--- src/rtl/neuromorphic_asic_bridge_if.sv ---
`default_nettype none
// +------------------------------------------------------------------------+
// | neuromorphic_asic_bridge_if                                            |
// | AXI4-Lite bus bundle between host interconnect and the ASIC bridge.    |
// | Revision: 1.0                                                          |
// +------------------------------------------------------------------------+
interface neuromorphic_asic_bridge_if;
  logic [8:0]  S_AXI_AWADDR;
  logic        S_AXI_AWVALID;
  logic        S_AXI_AWREADY;
  logic [31:0] S_AXI_WDATA;
  logic [3:0]  S_AXI_WSTRB;
  logic        S_AXI_WVALID;
  logic        S_AXI_WREADY;
  logic [1:0]  S_AXI_BRESP;
  logic        S_AXI_BVALID;
  logic        S_AXI_BREADY;
  logic [8:0]  S_AXI_ARADDR;
  logic        S_AXI_ARVALID;
  logic        S_AXI_ARREADY;
  logic [31:0] S_AXI_RDATA;
  logic [1:0]  S_AXI_RRESP;
  logic        S_AXI_RVALID;
  logic        S_AXI_RREADY;

  modport master (
    output S_AXI_AWADDR, S_AXI_AWVALID, S_AXI_WDATA, S_AXI_WSTRB, S_AXI_WVALID,
           S_AXI_BREADY, S_AXI_ARADDR, S_AXI_ARVALID, S_AXI_RREADY,
    input  S_AXI_AWREADY, S_AXI_WREADY, S_AXI_BRESP, S_AXI_BVALID,
           S_AXI_ARREADY, S_AXI_RDATA, S_AXI_RRESP, S_AXI_RVALID
  );

  modport slave (
    input  S_AXI_AWADDR, S_AXI_AWVALID, S_AXI_WDATA, S_AXI_WSTRB, S_AXI_WVALID,
           S_AXI_BREADY, S_AXI_ARADDR, S_AXI_ARVALID, S_AXI_RREADY,
    output S_AXI_AWREADY, S_AXI_WREADY, S_AXI_BRESP, S_AXI_BVALID,
           S_AXI_ARREADY, S_AXI_RDATA, S_AXI_RRESP, S_AXI_RVALID
  );
endinterface
`default_nettype wire

--- src/rtl/neuromorphic_asic_bridge.sv ---
`default_nettype none
// +------------------------------------------------------------------------+
// | neuromorphic_asic_bridge                                               |
// | AXI4-Lite register bridge driving digit bus, LEDs and XADC mux; the    |
// | PWM/slow-clock LED generator is built only when PWM_BLK_EN is defined. |
// | Revision: 1.0                                                          |
// +------------------------------------------------------------------------+
module neuromorphic_asic_bridge (
  input  logic                             S_AXI_ACLK,
  input  logic                             S_AXI_ARESET,
  neuromorphic_asic_bridge_if.slave        s_axi,
  output logic [15:0]                      digit,
  output logic [7:0]                       leds,
  input  logic                             VP,
  input  logic                             VN,
  output logic [3:0]                       XADC_MUXADDR
);
  localparam int NUM_REGS       = 11;
  localparam int IDX_NET_IN     = 1;
  localparam int IDX_LED        = 2;
  localparam int IDX_DBG        = 3;
  localparam int IDX_PWM_DIV    = 8;
  localparam int IDX_PWM_DUTY   = 9;
  localparam int IDX_XADC       = 10;
  localparam logic [3:0] IDX_STATUS = 4'd11;

  logic [31:0] regs_q [NUM_REGS];
  logic [31:0] regs_d [NUM_REGS];
  logic        awready_q, awready_d;
  logic        bvalid_q, bvalid_d;
  logic        arready_q, arready_d;
  logic        rvalid_q, rvalid_d;
  logic [31:0] rdata_q, rdata_d;
  logic [1:0]  vp_sync_q, vp_sync_d;
  logic [1:0]  vn_sync_q, vn_sync_d;
  logic        wr_fire, rd_fire;
  logic [3:0]  wr_idx, rd_idx;
  logic [31:0] rd_word;
  logic        unused_inputs;

  assign unused_inputs = ^{s_axi.S_AXI_WSTRB, s_axi.S_AXI_AWADDR[8:6], s_axi.S_AXI_AWADDR[1:0],
                           s_axi.S_AXI_ARADDR[8:6], s_axi.S_AXI_ARADDR[1:0]};

  always_comb begin
    wr_idx  = s_axi.S_AXI_AWADDR[5:2];
    rd_idx  = s_axi.S_AXI_ARADDR[5:2];
    wr_fire = awready_q & s_axi.S_AXI_AWVALID & s_axi.S_AXI_WVALID;
    rd_fire = arready_q & s_axi.S_AXI_ARVALID;

    // Ready is a one-cycle pulse; the ~ready term stops a second accept of the same beat.
    awready_d = s_axi.S_AXI_AWVALID & s_axi.S_AXI_WVALID & ~bvalid_q & ~awready_q;
    arready_d = s_axi.S_AXI_ARVALID & ~rvalid_q & ~arready_q;
    bvalid_d  = wr_fire | (bvalid_q & ~s_axi.S_AXI_BREADY);
    rvalid_d  = rd_fire | (rvalid_q & ~s_axi.S_AXI_RREADY);

    rd_word = 32'h0;
    for (int i = 0; i < NUM_REGS; i++) begin
      if (rd_idx == 4'(i)) rd_word = regs_q[i];
    end
    if (rd_idx == IDX_STATUS) rd_word = {30'b0, vn_sync_q[1], vp_sync_q[1]};
    rdata_d = rd_fire ? rd_word : rdata_q;

    for (int i = 0; i < NUM_REGS; i++) begin
      regs_d[i] = (wr_fire && (wr_idx == 4'(i))) ? s_axi.S_AXI_WDATA : regs_q[i];
    end

    vp_sync_d = {vp_sync_q[0], VP};
    vn_sync_d = {vn_sync_q[0], VN};
  end

  always_ff @(posedge S_AXI_ACLK) begin
    if (S_AXI_ARESET) begin
      for (int i = 0; i < NUM_REGS; i++) regs_q[i] <= 32'h0;
      awready_q <= 1'b0;
      bvalid_q  <= 1'b0;
      arready_q <= 1'b0;
      rvalid_q  <= 1'b0;
      rdata_q   <= 32'h0;
      vp_sync_q <= 2'b00;
      vn_sync_q <= 2'b00;
    end else begin
      for (int i = 0; i < NUM_REGS; i++) regs_q[i] <= regs_d[i];
      awready_q <= awready_d;
      bvalid_q  <= bvalid_d;
      arready_q <= arready_d;
      rvalid_q  <= rvalid_d;
      rdata_q   <= rdata_d;
      vp_sync_q <= vp_sync_d;
      vn_sync_q <= vn_sync_d;
    end
  end

  assign s_axi.S_AXI_AWREADY = awready_q;
  assign s_axi.S_AXI_WREADY  = awready_q;
  assign s_axi.S_AXI_BRESP   = 2'b00;
  assign s_axi.S_AXI_BVALID  = bvalid_q;
  assign s_axi.S_AXI_ARREADY = arready_q;
  assign s_axi.S_AXI_RDATA   = rdata_q;
  assign s_axi.S_AXI_RRESP   = 2'b00;
  assign s_axi.S_AXI_RVALID  = rvalid_q;

  assign digit        = regs_q[IDX_NET_IN][15:0];
  assign XADC_MUXADDR = regs_q[IDX_XADC][3:0];

`ifdef PWM_BLK_EN
  logic [31:0] cnt_q, cnt_d;
  logic [31:0] phase_mask;
  logic [4:0]  div;
  logic        pwm_q, pwm_d;
  logic        slow_clk_q, slow_clk_d;

  always_comb begin
    div        = regs_q[IDX_PWM_DIV][4:0];
    phase_mask = (32'd1 << div) - 32'd1;
    cnt_d      = cnt_q + 32'd1;
    // Compare against the full 32-bit duty so DUTY >= 2^D saturates high.
    pwm_d      = (cnt_q & phase_mask) < regs_q[IDX_PWM_DUTY];
    slow_clk_d = cnt_q[div];
    if (regs_q[IDX_DBG][6])      leds = {8{pwm_q}};
    else if (regs_q[IDX_DBG][3]) leds = {regs_q[IDX_LED][7:1], slow_clk_q};
    else                         leds = regs_q[IDX_LED][7:0];
  end

  always_ff @(posedge S_AXI_ACLK) begin
    if (S_AXI_ARESET) begin
      cnt_q      <= 32'h0;
      pwm_q      <= 1'b0;
      slow_clk_q <= 1'b0;
    end else begin
      cnt_q      <= cnt_d;
      pwm_q      <= pwm_d;
      slow_clk_q <= slow_clk_d;
    end
  end
`else
  assign leds = regs_q[IDX_LED][7:0];
`endif

endmodule
`default_nettype wire

--- src/flat_wrapper.sv ---
// flat-port wrapper written by rule: the top's interface ports become plain ports
module neuromorphic_asic_bridge_flat 
  (S_AXI_ACLK, S_AXI_ARESET, digit, leds, VP, VN, XADC_MUXADDR, s_axi_S_AXI_AWADDR, s_axi_S_AXI_AWVALID, s_axi_S_AXI_WDATA, s_axi_S_AXI_WSTRB, s_axi_S_AXI_WVALID, s_axi_S_AXI_BREADY, s_axi_S_AXI_ARADDR, s_axi_S_AXI_ARVALID, s_axi_S_AXI_RREADY, s_axi_S_AXI_AWREADY, s_axi_S_AXI_WREADY, s_axi_S_AXI_BRESP, s_axi_S_AXI_BVALID, s_axi_S_AXI_ARREADY, s_axi_S_AXI_RDATA, s_axi_S_AXI_RRESP, s_axi_S_AXI_RVALID);
  neuromorphic_asic_bridge_if s_axi_i ();
  input  logic S_AXI_ACLK;
  input  logic S_AXI_ARESET;
  output logic [15:0] digit;
  output logic [7:0] leds;
  input  logic VP;
  input  logic VN;
  output logic [3:0] XADC_MUXADDR;
  input wire logic [$bits(s_axi_i.S_AXI_AWADDR)-1:0] s_axi_S_AXI_AWADDR;
  input wire logic [$bits(s_axi_i.S_AXI_AWVALID)-1:0] s_axi_S_AXI_AWVALID;
  input wire logic [$bits(s_axi_i.S_AXI_WDATA)-1:0] s_axi_S_AXI_WDATA;
  input wire logic [$bits(s_axi_i.S_AXI_WSTRB)-1:0] s_axi_S_AXI_WSTRB;
  input wire logic [$bits(s_axi_i.S_AXI_WVALID)-1:0] s_axi_S_AXI_WVALID;
  input wire logic [$bits(s_axi_i.S_AXI_BREADY)-1:0] s_axi_S_AXI_BREADY;
  input wire logic [$bits(s_axi_i.S_AXI_ARADDR)-1:0] s_axi_S_AXI_ARADDR;
  input wire logic [$bits(s_axi_i.S_AXI_ARVALID)-1:0] s_axi_S_AXI_ARVALID;
  input wire logic [$bits(s_axi_i.S_AXI_RREADY)-1:0] s_axi_S_AXI_RREADY;
  output wire logic [$bits(s_axi_i.S_AXI_AWREADY)-1:0] s_axi_S_AXI_AWREADY;
  output wire logic [$bits(s_axi_i.S_AXI_WREADY)-1:0] s_axi_S_AXI_WREADY;
  output wire logic [$bits(s_axi_i.S_AXI_BRESP)-1:0] s_axi_S_AXI_BRESP;
  output wire logic [$bits(s_axi_i.S_AXI_BVALID)-1:0] s_axi_S_AXI_BVALID;
  output wire logic [$bits(s_axi_i.S_AXI_ARREADY)-1:0] s_axi_S_AXI_ARREADY;
  output wire logic [$bits(s_axi_i.S_AXI_RDATA)-1:0] s_axi_S_AXI_RDATA;
  output wire logic [$bits(s_axi_i.S_AXI_RRESP)-1:0] s_axi_S_AXI_RRESP;
  output wire logic [$bits(s_axi_i.S_AXI_RVALID)-1:0] s_axi_S_AXI_RVALID;
  assign s_axi_i.S_AXI_AWADDR = s_axi_S_AXI_AWADDR;
  assign s_axi_i.S_AXI_AWVALID = s_axi_S_AXI_AWVALID;
  assign s_axi_i.S_AXI_WDATA = s_axi_S_AXI_WDATA;
  assign s_axi_i.S_AXI_WSTRB = s_axi_S_AXI_WSTRB;
  assign s_axi_i.S_AXI_WVALID = s_axi_S_AXI_WVALID;
  assign s_axi_i.S_AXI_BREADY = s_axi_S_AXI_BREADY;
  assign s_axi_i.S_AXI_ARADDR = s_axi_S_AXI_ARADDR;
  assign s_axi_i.S_AXI_ARVALID = s_axi_S_AXI_ARVALID;
  assign s_axi_i.S_AXI_RREADY = s_axi_S_AXI_RREADY;
  assign s_axi_S_AXI_AWREADY = s_axi_i.S_AXI_AWREADY;
  assign s_axi_S_AXI_WREADY = s_axi_i.S_AXI_WREADY;
  assign s_axi_S_AXI_BRESP = s_axi_i.S_AXI_BRESP;
  assign s_axi_S_AXI_BVALID = s_axi_i.S_AXI_BVALID;
  assign s_axi_S_AXI_ARREADY = s_axi_i.S_AXI_ARREADY;
  assign s_axi_S_AXI_RDATA = s_axi_i.S_AXI_RDATA;
  assign s_axi_S_AXI_RRESP = s_axi_i.S_AXI_RRESP;
  assign s_axi_S_AXI_RVALID = s_axi_i.S_AXI_RVALID;
  neuromorphic_asic_bridge u_core (.S_AXI_ACLK(S_AXI_ACLK), .S_AXI_ARESET(S_AXI_ARESET), .s_axi(s_axi_i), .digit(digit), .leds(leds), .VP(VP), .VN(VN), .XADC_MUXADDR(XADC_MUXADDR));
endmodule
--- config.mk ---
export PLATFORM = sky130hd
export DESIGN_NAME = neuromorphic_asic_bridge_flat
export DESIGN_NICKNAME = d
export VERILOG_FILES = /design/src/rtl/neuromorphic_asic_bridge_if.sv /design/src/rtl/neuromorphic_asic_bridge.sv /design/src/flat_wrapper.sv
export SDC_FILE = /design/constraint.sdc
export NUM_CORES = 1
export LEC_CHECK = 0
export CORE_MARGIN = 2
export CORE_UTILIZATION = 25
export CTS_CLUSTER_DIAMETER = 50
export DETAILED_ROUTE_END_ITERATION = 10
export DONT_BUFFER_PORTS = 1
export SYNTH_ARGS = -nofsm -noshare
export SYNTH_HDL_FRONTEND = slang
export SYNTH_SLANG_ARGS = --single-unit
--- constraint.sdc ---
create_clock -name S_AXI_ACLK -period 2.12 [get_ports S_AXI_ACLK]
set_input_delay 0.106 -clock S_AXI_ACLK [delete_from_list [all_inputs] [get_ports S_AXI_ACLK]]
set_output_delay 0.106 -clock S_AXI_ACLK [all_outputs]
set_load 0.02 [all_outputs]
==> reports/metrics.yaml <==
outcome:
  status: "finished, violations left"
  violations: "hold timing"
grt:
  antenna_found_initial: 2
  grt_max_degree: 394
  grt_pass1_wl_um: 94990
  grt_overflow_total: 0
  grt_pass1_vias: 14980
  grt_use_total: 0.1735
detailed_routing:
  drt_wl_total_um: 63990
  via_count: 15960
  post_drt_wl_per_cell_um: 20.13
  drt_pass1_iterations: 5
  via_per_inst: 5.021
  final_antenna_net_count: 0
  drc_errors: 0
  drtIter0Drc: 1607
synth:
  synth_edf_count: 0
  synthTopCellsByArea: "dfxtp_1 45%, nand2_1 16%, a21oi_1 11%, mux2i_1 5.1%, clkbuf_1 2.7%"
  avgSynthCellArea_um2: 7.658
  synthesis.instances: 2277
  ys_ff_latch: 392
  ys.flop_type: "dfxtp_1"
  synth_area_leader_cell: "dfxtp_1"
  yosys_warnings: 0
  ys_seq_area_frac: 0.4501
  synth_top_area_frac: 0.4501
  synth.distinct_cells: 67
  async_flop_share: 0
  syn-cell-area_um2: 17440
place:
  hpwl_um: 38970
  placed_area_um2: 18130
  dpl_worst_slack_ns: 0.1619
  placed_cells: 3040
  portBuffers: 0
  routabilityCongestion: 0.7841
clock_network:
  cts.sink_count: 392
  root_buffer: "clkbuf_16"
  cts_buffer_depth: 3
  cts-htree-levels: 2
  tritoncts: "built"
  cts_buffers: 44
  clk_latency_ns: 0.56
  post_cts_buffers: 0
  path_clk_slew_ns: 0.06
power_and_ir_drop:
  switching_share: 0.2309
  irDropWorstVdd_v: 0.0004456
  powerDensity_nw_per_um2: 775.3
  p_int_mw: 12.05
  p_seq_frac: 0.473
  p_sw_mw: 3.617
  power_frac_comb: 0.046
  pwr-share-clk: 0.481
  leakage_nw: 6.447
sta:
  postLayoutSetupSlackWorst_ns: 0.06890
  worst_pin_slew_ns: 1.104
  layout_min_cycle_time_ns: 2.051
  fin_skew_ns: 0.01032
  max_freq_mhz: 487.5
  final_max_slew_viol_count: 0
  finalCritPeriodShare: 0.9675
  hold-worst-slack_ns: -0.1853
  hold_viol_final: 291
  setup_viol_count_final: 0
  relSlewSlack: 0.2618
worst_setup_path:
  reg2reg_slack_ns: 0.07
  slowest_stage: "dlygate4sd3_1"
  crit_arrival_ns: 2.55
  rr_worst_depth: 7
  reg2reg_to: "u_core.s_axi.S_AXI_RDATA[29]"
  crit_family: "buffers and inverters"
  cp_cell_sequence: "nand2_2, buf_6, nand2_1, nand3_1, a211oi_1, a221oi_1, dlygate4sd3_1"
  slowest_delay_ns: 0.60
  start_kind: "register"
  end_kind: "register"
  worst_ep_required_time_ns: 2.62
  timing.rr.start: "u_core.s_axi.S_AXI_ARREADY"
  path_class: "reg -> reg"
  crit_fanout: 21
  path_buf_inv: 2
min_path:
  holdPathStages: 1
  hold_end: "u_core.regs_q[5][18]"
  min_from: "S_AXI_ARESET"
  hold_path.class: "in -> reg"
finish:
  final_area_um2: 20210
  fillers: 7378
  stdcell_count: 3179
  drive_above_1_share: 0.07829
  area_delta_synth_final_pct: 15.88
  nets: 2282
  diodes: 0
floorplan:
  die_area_um2: 71870
  pin_count: 132
  start_util: 0.2533
  die_h_um: 268.1
  fp-row-count: 96
  fp.coreArea_um2: 68830
  fp.dieW_um: 268.1
run:
  drv_cap: 0
[timing repair]
action                     in CTS  in global routing
setup endpoints to repair       0                  5
gates resized for setup         0                  5
hold endpoints to repair      392                371
hold buffers                   62                  2
[cell families after synthesis]
| logic type | Yosys count | share of synthesized area |
|---|---|---|
| simple gates | 922 | 0.2145 |
| flops | 392 | 0.4501 |
| compound gates | 605 | 0.2020 |
| buf+inv | 256 | 0.07377 |
| other cells | 1 | 0.0002151 |
| mux | 101 | 0.05949 |
[worst max-delay path by stage]
stage / startpoint / endpoint / slack, ns / cells past startpoint
4_1_cts: u_core.s_axi.S_AXI_ARREADY / u_core.s_axi.S_AXI_RDATA[24] / 0.04 / 6
5_1_grt: u_core.s_axi.S_AXI_ARREADY / u_core.s_axi.S_AXI_RDATA[29] / -0.03 / 7
6_report: u_core.s_axi.S_AXI_ARREADY / u_core.s_axi.S_AXI_RDATA[29] / 0.07 / 7
3_5_place_dp: u_core.s_axi.S_AXI_AWREADY / u_core.regs_q[1][34] / 0.16 / 6
2_1_floorplan: u_core.s_axi.S_AXI_AWREADY / u_core.regs_q[1][33] / 0.30 / 7
3_3_place_gp: u_core.s_axi.S_AXI_ARREADY / u_core.s_axi.S_AXI_RDATA[17] / 0.16 / 5
[area by class of cell]
type,instances,area [um2],share of cell area
multi-input combinational,1632,8372,0.4143
sequential,392,7848,0.3884
timing repair buffer,139,1370,0.06781
clock buffer,66,1315,0.06508
tap,931,1165,0.05765
clock inverter,9,98.84,0.004892
inverter,10,37.54,0.001858
[state kept, by name (all words and copies together) (netlist names)]
name / count
u_core.s_axi.S_AXI_ARREADY: 1
u_core.s_axi.S_AXI_RDATA: 32
u_core.regs_q: 352
u_core.s_axi.S_AXI_RVALID: 1
u_core.vp_sync_q: 2
u_core.vn_sync_q: 2
u_core.s_axi.S_AXI_BVALID: 1
u_core.s_axi.S_AXI_AWREADY: 1
[per-stage QoR]
step | utilization | power [mW] | TNS [ns] | hold slack [ns]
CTS | 0.2930 | 15.75 | 0 | -0.2421
global placement | 0.2634 | 8.052 | 0 | 0.2431
finish | 0.2936 | 15.66 | 0 | -0.1853
floorplan | - | 8.145 | 0 | 0.2342
detailed placement | 0.2634 | 8.052 | 0 | 0.2493
global route | 0.2936 | 16.11 | -0.03237 | -0.2333
[synthesized netlist by cell type, drive strengths merged, types with 2 or more instances]
library cell    n
a21oi         377
nand2         737
nor2b          12
clkbuf        128
nor4b           5
and4bb          2
o21ai          87
a32oi           6
a221oi         37
o22ai          10
nand3          14
nand4           6
a221o           5
and2b           2
and2            4
a2bb2oi         2
o221ai         23
a22o            6
o2111ai         8
mux2i          89
dfxtp         392
nand2b          9
o211ai          5
and3            9
buf           118
o311ai          2
nor2           92
a31oi           6
inv            10
a211oi          6
nand3b          3
o2bb2ai         2
a22oi          14
nor3b           4
mux2           11
nor3           18
[metal layers]
layer  up-vias  routed length (um)  part of all wire  global-route usage
met2       579               31240              0.49              0.2935
li1       7563                   -                 -                   -
met4         2                2365             0.037             0.06991
met1      7719               25500              0.40              0.2172
met5         -                  15           0.00023                   0
met3        99                4870             0.076             0.03180
[worst register-to-register path, cell delays in order (launching register included)]
cell           delay [ns]
dfxtp_1              0.32
nand2_2              0.21
buf_6                0.30
nand2_1              0.13
nand3_1              0.11
a211oi_1             0.05
a221oi_1             0.28
dlygate4sd3_1        0.60
[power groups by stage]
| stage | registers [mW] | clock network [mW] | logic (mW) |
|---|---|---|---|
| floorplan | 7.57 | 0 | 0.578 |
| global placement | 7.57 | 0 | 0.479 |
| detailed placement | 7.57 | 0 | 0.479 |
| CTS | 7.41 | 7.63 | 0.703 |
| global route | 7.41 | 7.94 | 0.753 |
| finish | 7.41 | 7.54 | 0.716 |
[placed cells by master, fill, tap and decap left out, drive strengths merged, types with 14 or more instances in the layout]
cell type	count
nand2	737
dlygate4sd3	64
dfxtp	392
a221oi	37
o21ai	87
nor2	92
nand3	14
a21oi	377
buf	75
o221ai	23
a22oi	14
mux2i	89
nor3	18
clkbuf	66
Note: power is estimated with default switching activity, not from simulation.
